--- src/rtl/hazard_pkg.sv ---
// Shared types and constants for the pipeline hazard sequencer.
// Holds the FSM state encoding, the default memory timeout and REG_ZERO.
package hazard_pkg;

  typedef enum logic [1:0] {
    RUN      = 2'd0,
    MEM_WAIT = 2'd1,
    ERR      = 2'd2
  } state_t;

  localparam int DEF_MEM_TIMEOUT = 16;
  localparam int WAIT_CNT_W      = 8;

  localparam logic [4:0] REG_ZERO = 5'd0;

endpackage

--- src/rtl/sat_counter.sv ---
// Saturating up-counter with enable and asynchronous active-high reset.
// Ports: clk, reset, i_en (count this cycle), o_cnt (holds at all-ones).
module sat_counter #(
  parameter int CNT_W = 32
) (
  input  logic             clk,
  input  logic             reset,
  input  logic             i_en,
  output logic [CNT_W-1:0] o_cnt
);

  logic [CNT_W-1:0] r_cnt;
  logic             w_full;

  assign w_full = &r_cnt;
  assign o_cnt  = r_cnt;

  always_ff @(posedge clk or posedge reset) begin
    if (reset) begin
      r_cnt <= '0;
    end else if (i_en && !w_full) begin
      r_cnt <= r_cnt + 1'b1;
    end
  end

endmodule

--- src/rtl/pipeline_hazard_ctrl.sv ---
// Stall/flush sequencer: load-use bubbles, branch flush, memory freeze/timeout.
// Inputs: ID/EX load info, IF/ID sources, Branch_taken, EX/MEM access, dmem_ready.
// Outputs: PC_Write, IF_ID_Write, IF_ID_Flush, ID_Flush_lwstall, Pipe_Hold,
// mem_error, state. Define HAZARD_STATS_EN to add saturating stall counters.
module pipeline_hazard_ctrl
  import hazard_pkg::*;
#(
  parameter int MEM_TIMEOUT = DEF_MEM_TIMEOUT,
  parameter int CNT_W       = 32
) (
  input  logic             clk,
  input  logic             reset,
  input  logic             ID_EX_MemRead,
  input  logic [4:0]       ID_EX_RegisterRt,
  input  logic [4:0]       IF_ID_RegisterRs,
  input  logic [4:0]       IF_ID_RegisterRt,
  input  logic             IF_ID_UsesRt,
  input  logic             Branch_taken,
  input  logic             EX_MEM_MemRead,
  input  logic             EX_MEM_MemWrite,
  input  logic             dmem_ready,
  output logic             PC_Write,
  output logic             IF_ID_Write,
  output logic             IF_ID_Flush,
  output logic             ID_Flush_lwstall,
  output logic             Pipe_Hold,
  output logic             mem_error,
`ifdef HAZARD_STATS_EN
  output logic [CNT_W-1:0] lw_stall_cnt,
  output logic [CNT_W-1:0] mem_wait_cnt,
  output logic [CNT_W-1:0] flush_cnt,
`endif
  output logic [1:0]       state
);

  localparam logic [WAIT_CNT_W-1:0] LAST_WAIT =
    WAIT_CNT_W'(MEM_TIMEOUT - 1);

  state_t                r_state;
  state_t                w_state_nxt;
  logic [WAIT_CNT_W-1:0] r_cnt;
  logic [WAIT_CNT_W-1:0] w_cnt_nxt;
  logic                  r_mem_error;
  logic                  w_err_nxt;

  logic w_mem_access;
  logic w_freeze_req;
  logic w_rs_match;
  logic w_rt_match;
  logic w_lw_hazard;
  logic w_hold;

  assign w_mem_access = EX_MEM_MemRead | EX_MEM_MemWrite;
  assign w_freeze_req = w_mem_access & ~dmem_ready;

  assign w_rs_match  = (ID_EX_RegisterRt == IF_ID_RegisterRs);
  assign w_rt_match  = IF_ID_UsesRt &
                       (ID_EX_RegisterRt == IF_ID_RegisterRt);
  assign w_lw_hazard = ID_EX_MemRead &
                       (ID_EX_RegisterRt != REG_ZERO) &
                       (w_rs_match | w_rt_match);

  assign w_hold = (r_state == ERR) | w_freeze_req;

  always_ff @(posedge clk or posedge reset) begin
    if (reset) begin
      r_state     <= RUN;
      r_cnt       <= '0;
      r_mem_error <= 1'b0;
    end else begin
      r_state     <= w_state_nxt;
      r_cnt       <= w_cnt_nxt;
      r_mem_error <= w_err_nxt;
    end
  end

  always_comb begin
    w_state_nxt = r_state;
    w_cnt_nxt   = r_cnt;
    w_err_nxt   = r_mem_error;
    unique case (r_state)
      RUN: begin
        if (w_freeze_req) begin
          w_state_nxt = MEM_WAIT;
          w_cnt_nxt   = WAIT_CNT_W'(1);
        end
      end
      MEM_WAIT: begin
        if (dmem_ready) begin
          w_state_nxt = RUN;
          w_cnt_nxt   = '0;
        end else if (r_cnt == LAST_WAIT) begin
          w_state_nxt = ERR;
          w_err_nxt   = 1'b1;
        end else begin
          w_cnt_nxt = r_cnt + 1'b1;
        end
      end
      ERR: begin
        w_state_nxt = ERR;
      end
      default: begin
        w_state_nxt = RUN;
        w_cnt_nxt   = '0;
      end
    endcase
  end

  // Freeze outranks everything: a pending hazard or branch is held in
  // the frozen registers and re-evaluated once the freeze lifts.
  always_comb begin
    PC_Write         = 1'b1;
    IF_ID_Write      = 1'b1;
    IF_ID_Flush      = 1'b0;
    ID_Flush_lwstall = 1'b0;
    Pipe_Hold        = 1'b0;
    if (w_hold) begin
      Pipe_Hold   = 1'b1;
      PC_Write    = 1'b0;
      IF_ID_Write = 1'b0;
    end else if (w_lw_hazard) begin
      // Branch operands are stale here; branch resolves next cycle.
      PC_Write         = 1'b0;
      IF_ID_Write      = 1'b0;
      ID_Flush_lwstall = 1'b1;
    end else if (Branch_taken) begin
      IF_ID_Flush = 1'b1;
      PC_Write    = 1'b1;
    end
  end

  assign mem_error = r_mem_error;
  assign state     = r_state;

`ifdef HAZARD_STATS_EN
  sat_counter #(.CNT_W(CNT_W)) u_lw_cnt (
    .clk   (clk),
    .reset (reset),
    .i_en  (ID_Flush_lwstall),
    .o_cnt (lw_stall_cnt)
  );

  sat_counter #(.CNT_W(CNT_W)) u_wait_cnt (
    .clk   (clk),
    .reset (reset),
    .i_en  (Pipe_Hold),
    .o_cnt (mem_wait_cnt)
  );

  sat_counter #(.CNT_W(CNT_W)) u_flush_cnt (
    .clk   (clk),
    .reset (reset),
    .i_en  (IF_ID_Flush),
    .o_cnt (flush_cnt)
  );
`endif

endmodule

--- config.mk ---
export PLATFORM = sky130hd
export DESIGN_NAME = pipeline_hazard_ctrl
export DESIGN_NICKNAME = d
export VERILOG_FILES = /design/src/rtl/hazard_pkg.sv /design/src/rtl/sat_counter.sv /design/src/rtl/pipeline_hazard_ctrl.sv
export SDC_FILE = /design/constraint.sdc
export NUM_CORES = 1
export LEC_CHECK = 0
export CAP_MARGIN = 15
export CORE_AREA = 10 10 67 69
export CTS_BUF_LIST = sky130_fd_sc_hd__clkbuf_4 sky130_fd_sc_hd__clkbuf_8 sky130_fd_sc_hd__clkbuf_16
export CTS_CLUSTER_DIAMETER = 40
export CTS_CLUSTER_SIZE = 12
export DETAILED_ROUTE_END_ITERATION = 8
export DIE_AREA = 0 0 77 79
export PLACE_DENSITY = 0.6
export SYNTH_ARGS = -nofsm -noshare
export SYNTH_HDL_FRONTEND = slang
export SYNTH_HIERARCHICAL = 1
export SYNTH_SLANG_ARGS = --single-unit
--- constraint.sdc ---
create_clock -name clk -period 3.4 [get_ports clk]
set_clock_uncertainty 0.05 [all_clocks]
set_input_delay 0.34 -clock clk [delete_from_list [all_inputs] [get_ports clk]]
set_output_delay 0.34 -clock clk [all_outputs]
set_load 0.005 [all_outputs]
======== Yosys cells after proc, flatten, opt, wreduce, memory -nomap -nowiden ========
Cells that the tools add are included.
cells by class
  reductions and logical operators ........ 5
  bitwise operators ....................... 9
  multiplexer cells ....................... 16
  shifts and indexed selects .............. 0
  $lt $le $gt $ge ......................... 0
  $mul .................................... 0
  eq/ne operators ......................... 8
  add/subtract/negate cells ............... 1
  divide/modulo/power cells ............... 0
operators with widths
  kind                                                  number
  two-way mux 8 bit                                     3
  one-hot mux 8 bit (3 select lines)                    1
  equality test 5 bit                                   2
  adder 8 x 1 -> 8 bit (second input constant)          1
  equality test 8 x 4 -> 1 bit (second input constant)  1
  two-way mux 1 bit                                     8
  two-way mux 2 bit                                     3
  inequality test 3 bit (second input constant)         2
  one-hot mux 2 bit (3 select lines)                    1
  AND reduction 3 bit                                   2
  nonzero test 5 bit                                    1
  bitwise AND 1 bit                                     4
  bitwise OR 1 bit                                      3
  equality test 2 x 1 -> 1 bit (second input constant)  1
  equality test 2 bit (second input constant)           1
  zero test 2 bit                                       1
  inequality test 2 bit (second input constant)         1
  inverter 1 bit                                        2
  AND reduction 2 bit                                   1
word-level totals
  memory bits (read-only) ................. 0
  output and inout bits ................... 8
  bits in latches ......................... 0
  logic and storage cells ................. 42
  register bits ........................... 11
  memories ................................ 0
  input port bits ......................... 23
  bits in writable memories ............... 0

======== Depth between registers and ports, before layout ========
  depth in word-level cells ............... 6
  gate-level depth with buffers ........... 6
  gate-level depth less buffers ........... 5

======== Least setup slack after synthesis ========
Ideal clock, no wire load.
  path kind ............................... input to output
  start point ............................. input port ID_EX_RegisterRt[0]
  end point ............................... output port PC_Write
  stages .................................. 4
  buffers on the path ..................... 1
  required time ........................... 3.010 ns
  path slack .............................. 1.632 ns
  arrival ................................. 1.378 ns
  cell sequence ........................... or4_1 -> o21a_1 -> a21oi_1 -> buf_4
between the ends
  word-level cells in the longest chain between the ends .. 6
  elaborated cells between the ends (all ways) .. 9
RTL lines
  what                              line                        source
  start, declared                   pipeline_hazard_ctrl.sv:14  input logic [4:0] ID_EX_RegisterRt,
  equality test 5 bit               pipeline_hazard_ctrl.sv:58  (ID_EX_RegisterRt == IF_ID_RegisterRt);
  bitwise AND 1 bit                 pipeline_hazard_ctrl.sv:57  assign w_rt_match = IF_ID_UsesRt &
  bitwise OR 1 bit                  pipeline_hazard_ctrl.sv:61  (w_rs_match | w_rt_match);
  bitwise AND 1 bit *               pipeline_hazard_ctrl.sv:60  (ID_EX_RegisterRt != REG_ZERO) &
  two-way mux 1 bit * (2 in a row)  -
  end, declared                     pipeline_hazard_ctrl.sv:22  output logic PC_Write,
Every way passes the cells marked *; elsewhere a longest branch is shown, timed or not.

======== Worst setup path after layout ========
  start point ............................. input port ID_EX_RegisterRt[0]
  end point ............................... output port IF_ID_Write
between the ends
  word-level cells in the longest chain between the ends .. 6
  elaborated cells between the ends (all ways) .. 9
RTL lines
  what                 line                         source
  equality test 5 bit  pipeline_hazard_ctrl.sv:58
  bitwise AND 1 bit    pipeline_hazard_ctrl.sv:57
  bitwise OR 1 bit     pipeline_hazard_ctrl.sv:61
  bitwise AND 1 bit *  pipeline_hazard_ctrl.sv:60
  two-way mux 1 bit *  pipeline_hazard_ctrl.sv:121  end else if (w_lw_hazard) begin
  two-way mux 1 bit *  pipeline_hazard_ctrl.sv:117  if (w_hold) begin
  end, declared        pipeline_hazard_ctrl.sv:23   output logic IF_ID_Write,
Marks and branches as above.

==> results.md <==
- Synthesized net count: 107
- Number of antenna violations at the first check in global routing: 0
- Syn_area_per_cell: 9.18 um2
- Area taken by flip-flops and latches: 275 um2
- Post-detailed-placement cell area: 0.00110 mm2
- Number of hold violations in the final report: 0
- Max Clock Freq: 370 MHz
- Critical path data required time: 3.01 ns
- Post-synthesis register bit count: 11
- Number of buffers created by CTS: 3
- Portion of total power attributed to the clock network: 0.287
- Area used by multi-input combinational logic: 453 um2
- Post-synth top area share: 0.361
- Type of origin of the critical path: primary input
- Net Sw Frac: 0.260
- DRC violation total after the first TritonRoute iteration: 47
- H-tree level count: 1
- Total setup violations reported at the end of the flow: 0
- Warning count from the yosys run: 6
- Diode insertion count for antenna repair: 0
- Final critical delay including setup and external delays: 2.70 ns
- Biggest area contributors in the synthesized netlist: sky130_fd_sc_hd__dfrtp_1 36%, sky130_fd_sc_hd__xnor2_1 16%, sky130_fd_sc_hd__nor2_1 5.4%, sky130_fd_sc_hd__nand3_1 3.3%, sky130_fd_sc_hd__nand4_1 3.3%
- Clock root buffer: sky130_fd_sc_hd__clkbuf_4
- Setup slack on the worst flop-to-flop path: 1.75 ns
- Number of library cell types mapped by synthesis: 30
- Hold_ws: 0.306 ns
- Vertical die dimension: 79 um
- Post-detailed-route wirelength per cell: 13.0 um
- Number of max-capacitance violations reported: 0
- Post-Synthesis Cells: 83
- Cell Pwr Density: 290 mW/mm2
- Filler cell count in the final layout: 339
- Leakage component of the power: 0.000444 uW
- First-pass GRT wire length: 3690 um
- Type of element capturing the critical path: output pin
- Setup Fix Bufs, Post-CTS: 0
- FFs w/ async S/R, synth: 1.00
- Combinational group share of total power: 0.264
- Cell type with the largest total area after synthesis: sky130_fd_sc_hd__dfrtp_1
- I/O Pins: 31
- Sink Count: 11
- Number of buffers added to fix hold violations after cts: 0
- Total Power Consumption: 329 uW
- Classification of the worst setup path: in2out
- Main flop type after synthesis: sky130_fd_sc_hd__dfrtp_1
- Fin nets: 140
- CTS tree: built
- Aggregate routed wire length: 2090 um
- Initial core utilization: 0.236
- Residual DRC: 0
- Largest vdd supply drop: 199 uV
- Net switching power: 85.5 uW
- Max transition margin: 0.650
- Post-cts repair resize count: 0
- Number of buffers added on ports: 30
- Largest fanout of any net on the critical path: 3
- Top cells by count, synth: 14 x sky130_fd_sc_hd__xnor2_1, 11 x sky130_fd_sc_hd__dfrtp_1, 11 x sky130_fd_sc_hd__nor2_1
- Total via count after detailed routing: 709
- Unrepaired setup endpoints after global routing: no
- Final HPWL DP: 1740 um
- Placement row count: 21
- Outcome: finished, final reports clean
- Final worst-path cycle share: 0.795
- Tot GR Track Use: 0.0724
- Horizontal extent of the die: 77 um
- Number of enable flip-flop cells after synthesis: 0
- Clk_lat worst skew: 0.27 ns
- Leading cell type by number of instances after synthesis: sky130_fd_sc_hd__xnor2_1
- Classification of the worst-slack hold path: in2async
- Number of search-and-repair iterations in the first detailed-routing pass: 4
- Summed instance area of the synthesized netlist: 762 um2
- Part of the total power dissipated in sequential elements: 0.449
- Clock tree buffer depth: 2
- Clock slew at reported path FFs: 0.07 ns
- Maximum number of pins on one net before global-route repair: 12
- Total congestion overflow: 0
- Int Pwr: 243 uW
- Post-route cell area: 0.00113 mm2
- Post-synthesis sequential area ratio: 0.361
- Tightest Pin Transition: 0.522 ns
- Synth-to-Final Area Change: 48.4%
- Arrival time worst endpoint: 2.31 ns
- Setup total negative slack: 0 ns
- Fraction of final layout cells with drive strength greater than 1: 0.0870
- Full die area: 0.00608 mm2
- Area inside the core boundary: 0.00323 mm2
- Post-DR vias/cell: 4.40
- Final GP Congestion: 0.814
- Antenna Violating Nets Remaining: 0
- Final Max Tran Viols: 0
- Vias in the first global route: 731
## final cells by class
cell class              count  area share
multi-input cells          66       0.400
repair buffers             30       0.265
flip-flops and latches     11       0.243
well taps                  46      0.0509
clock buffers               4      0.0265
inverters                   4      0.0133
## power groups by stage
stage | Combinational, uW | Clock (uW) | Sequential, uW
floorplan | 45.6 | 0 | 146
global placement | 86.4 | 0 | 150
detailed placement | 87.0 | 0 | 150
CTS | 87.8 | 100 | 147
global route | 95.8 | 108 | 149
finish | 86.6 | 94.4 | 148
## worst max-delay path, cell delays in order
cell,delay (ns)
sky130_fd_sc_hd__clkdlybuf4s50_1,0.47
sky130_fd_sc_hd__or4_1,0.56
sky130_fd_sc_hd__o21a_1,0.22
sky130_fd_sc_hd__a21oi_1,0.17
sky130_fd_sc_hd__clkdlybuf4s50_1,0.55
## kinds of logic after synthesis
family,after synthesis,share of synthesized area
AOI/OAI and AO/OA,14,0.131
DFF,11,0.361
xor gates and xnor gates,16,0.184
and+or+nand+nor,34,0.248
muxes,1,0.0148
adders and majority gates,1,0.0164
buffers and inverters,6,0.0443
## state kept, by name (all words and copies together) (netlist names)
| signal | count |
|---|---|
| state | 2 |
| mem_error | 1 |
| r_cnt | 8 |
## cell usage in the layout, fill, tap and decap left out, types with 2 or more instances in the layout
cell type	n
sky130_fd_sc_hd__nand2_1	5
sky130_fd_sc_hd__o21ai_0	3
sky130_fd_sc_hd__dfrtp_1	11
sky130_fd_sc_hd__xor2_1	2
sky130_fd_sc_hd__inv_1	4
sky130_fd_sc_hd__nand3_1	5
sky130_fd_sc_hd__nand4_1	4
sky130_fd_sc_hd__o21a_1	2
sky130_fd_sc_hd__a21oi_1	2
sky130_fd_sc_hd__xnor2_1	14
sky130_fd_sc_hd__clkbuf_4	4
sky130_fd_sc_hd__clkdlybuf4s50_1	30
sky130_fd_sc_hd__nor2_1	11
sky130_fd_sc_hd__nand2b_1	2
## layer usage
| metal | global-route usage | share of wire | up-vias | wire length (um) |
|---|---|---|---|---|
| met5 | 0 | 0 | - | 0 |
| met4 | 0.00547 | 0 | 0 | 0 |
| met3 | 0.0327 | 0.083 | 0 | 173 |
| met2 | 0.108 | 0.40 | 36 | 843 |
| met1 | 0.0974 | 0.51 | 319 | 1080 |
| li1 | - | - | 354 | - |
## final timing paths
| path | start | end | cells after the start |
|---|---|---|---|
| min reg2reg | mem_error | mem_error | 1 |
| min | reset | r_cnt[3] | 2 |
| min in group clk | mem_error | mem_error | 1 |
| max | ID_EX_RegisterRt[0] | IF_ID_Write | 5 |
| max in group asynchronous | reset | r_cnt[5] | 2 |
| max reg2reg | state[1] | r_cnt[1] | 4 |
## per-stage QoR
step | utilization | setup slack (ns) | instances
2_1_floorplan | - | 1.63 | 83
3_3_place_gp | 0.341 | 0.735 | 157
3_5_place_dp | 0.341 | 0.686 | 157
4_1_cts | 0.350 | 0.678 | 161
5_1_grt | 0.350 | 0.610 | 161
6_report | 0.350 | 0.697 | 161
No activity file was read; power rests on OpenSTA's default activity.
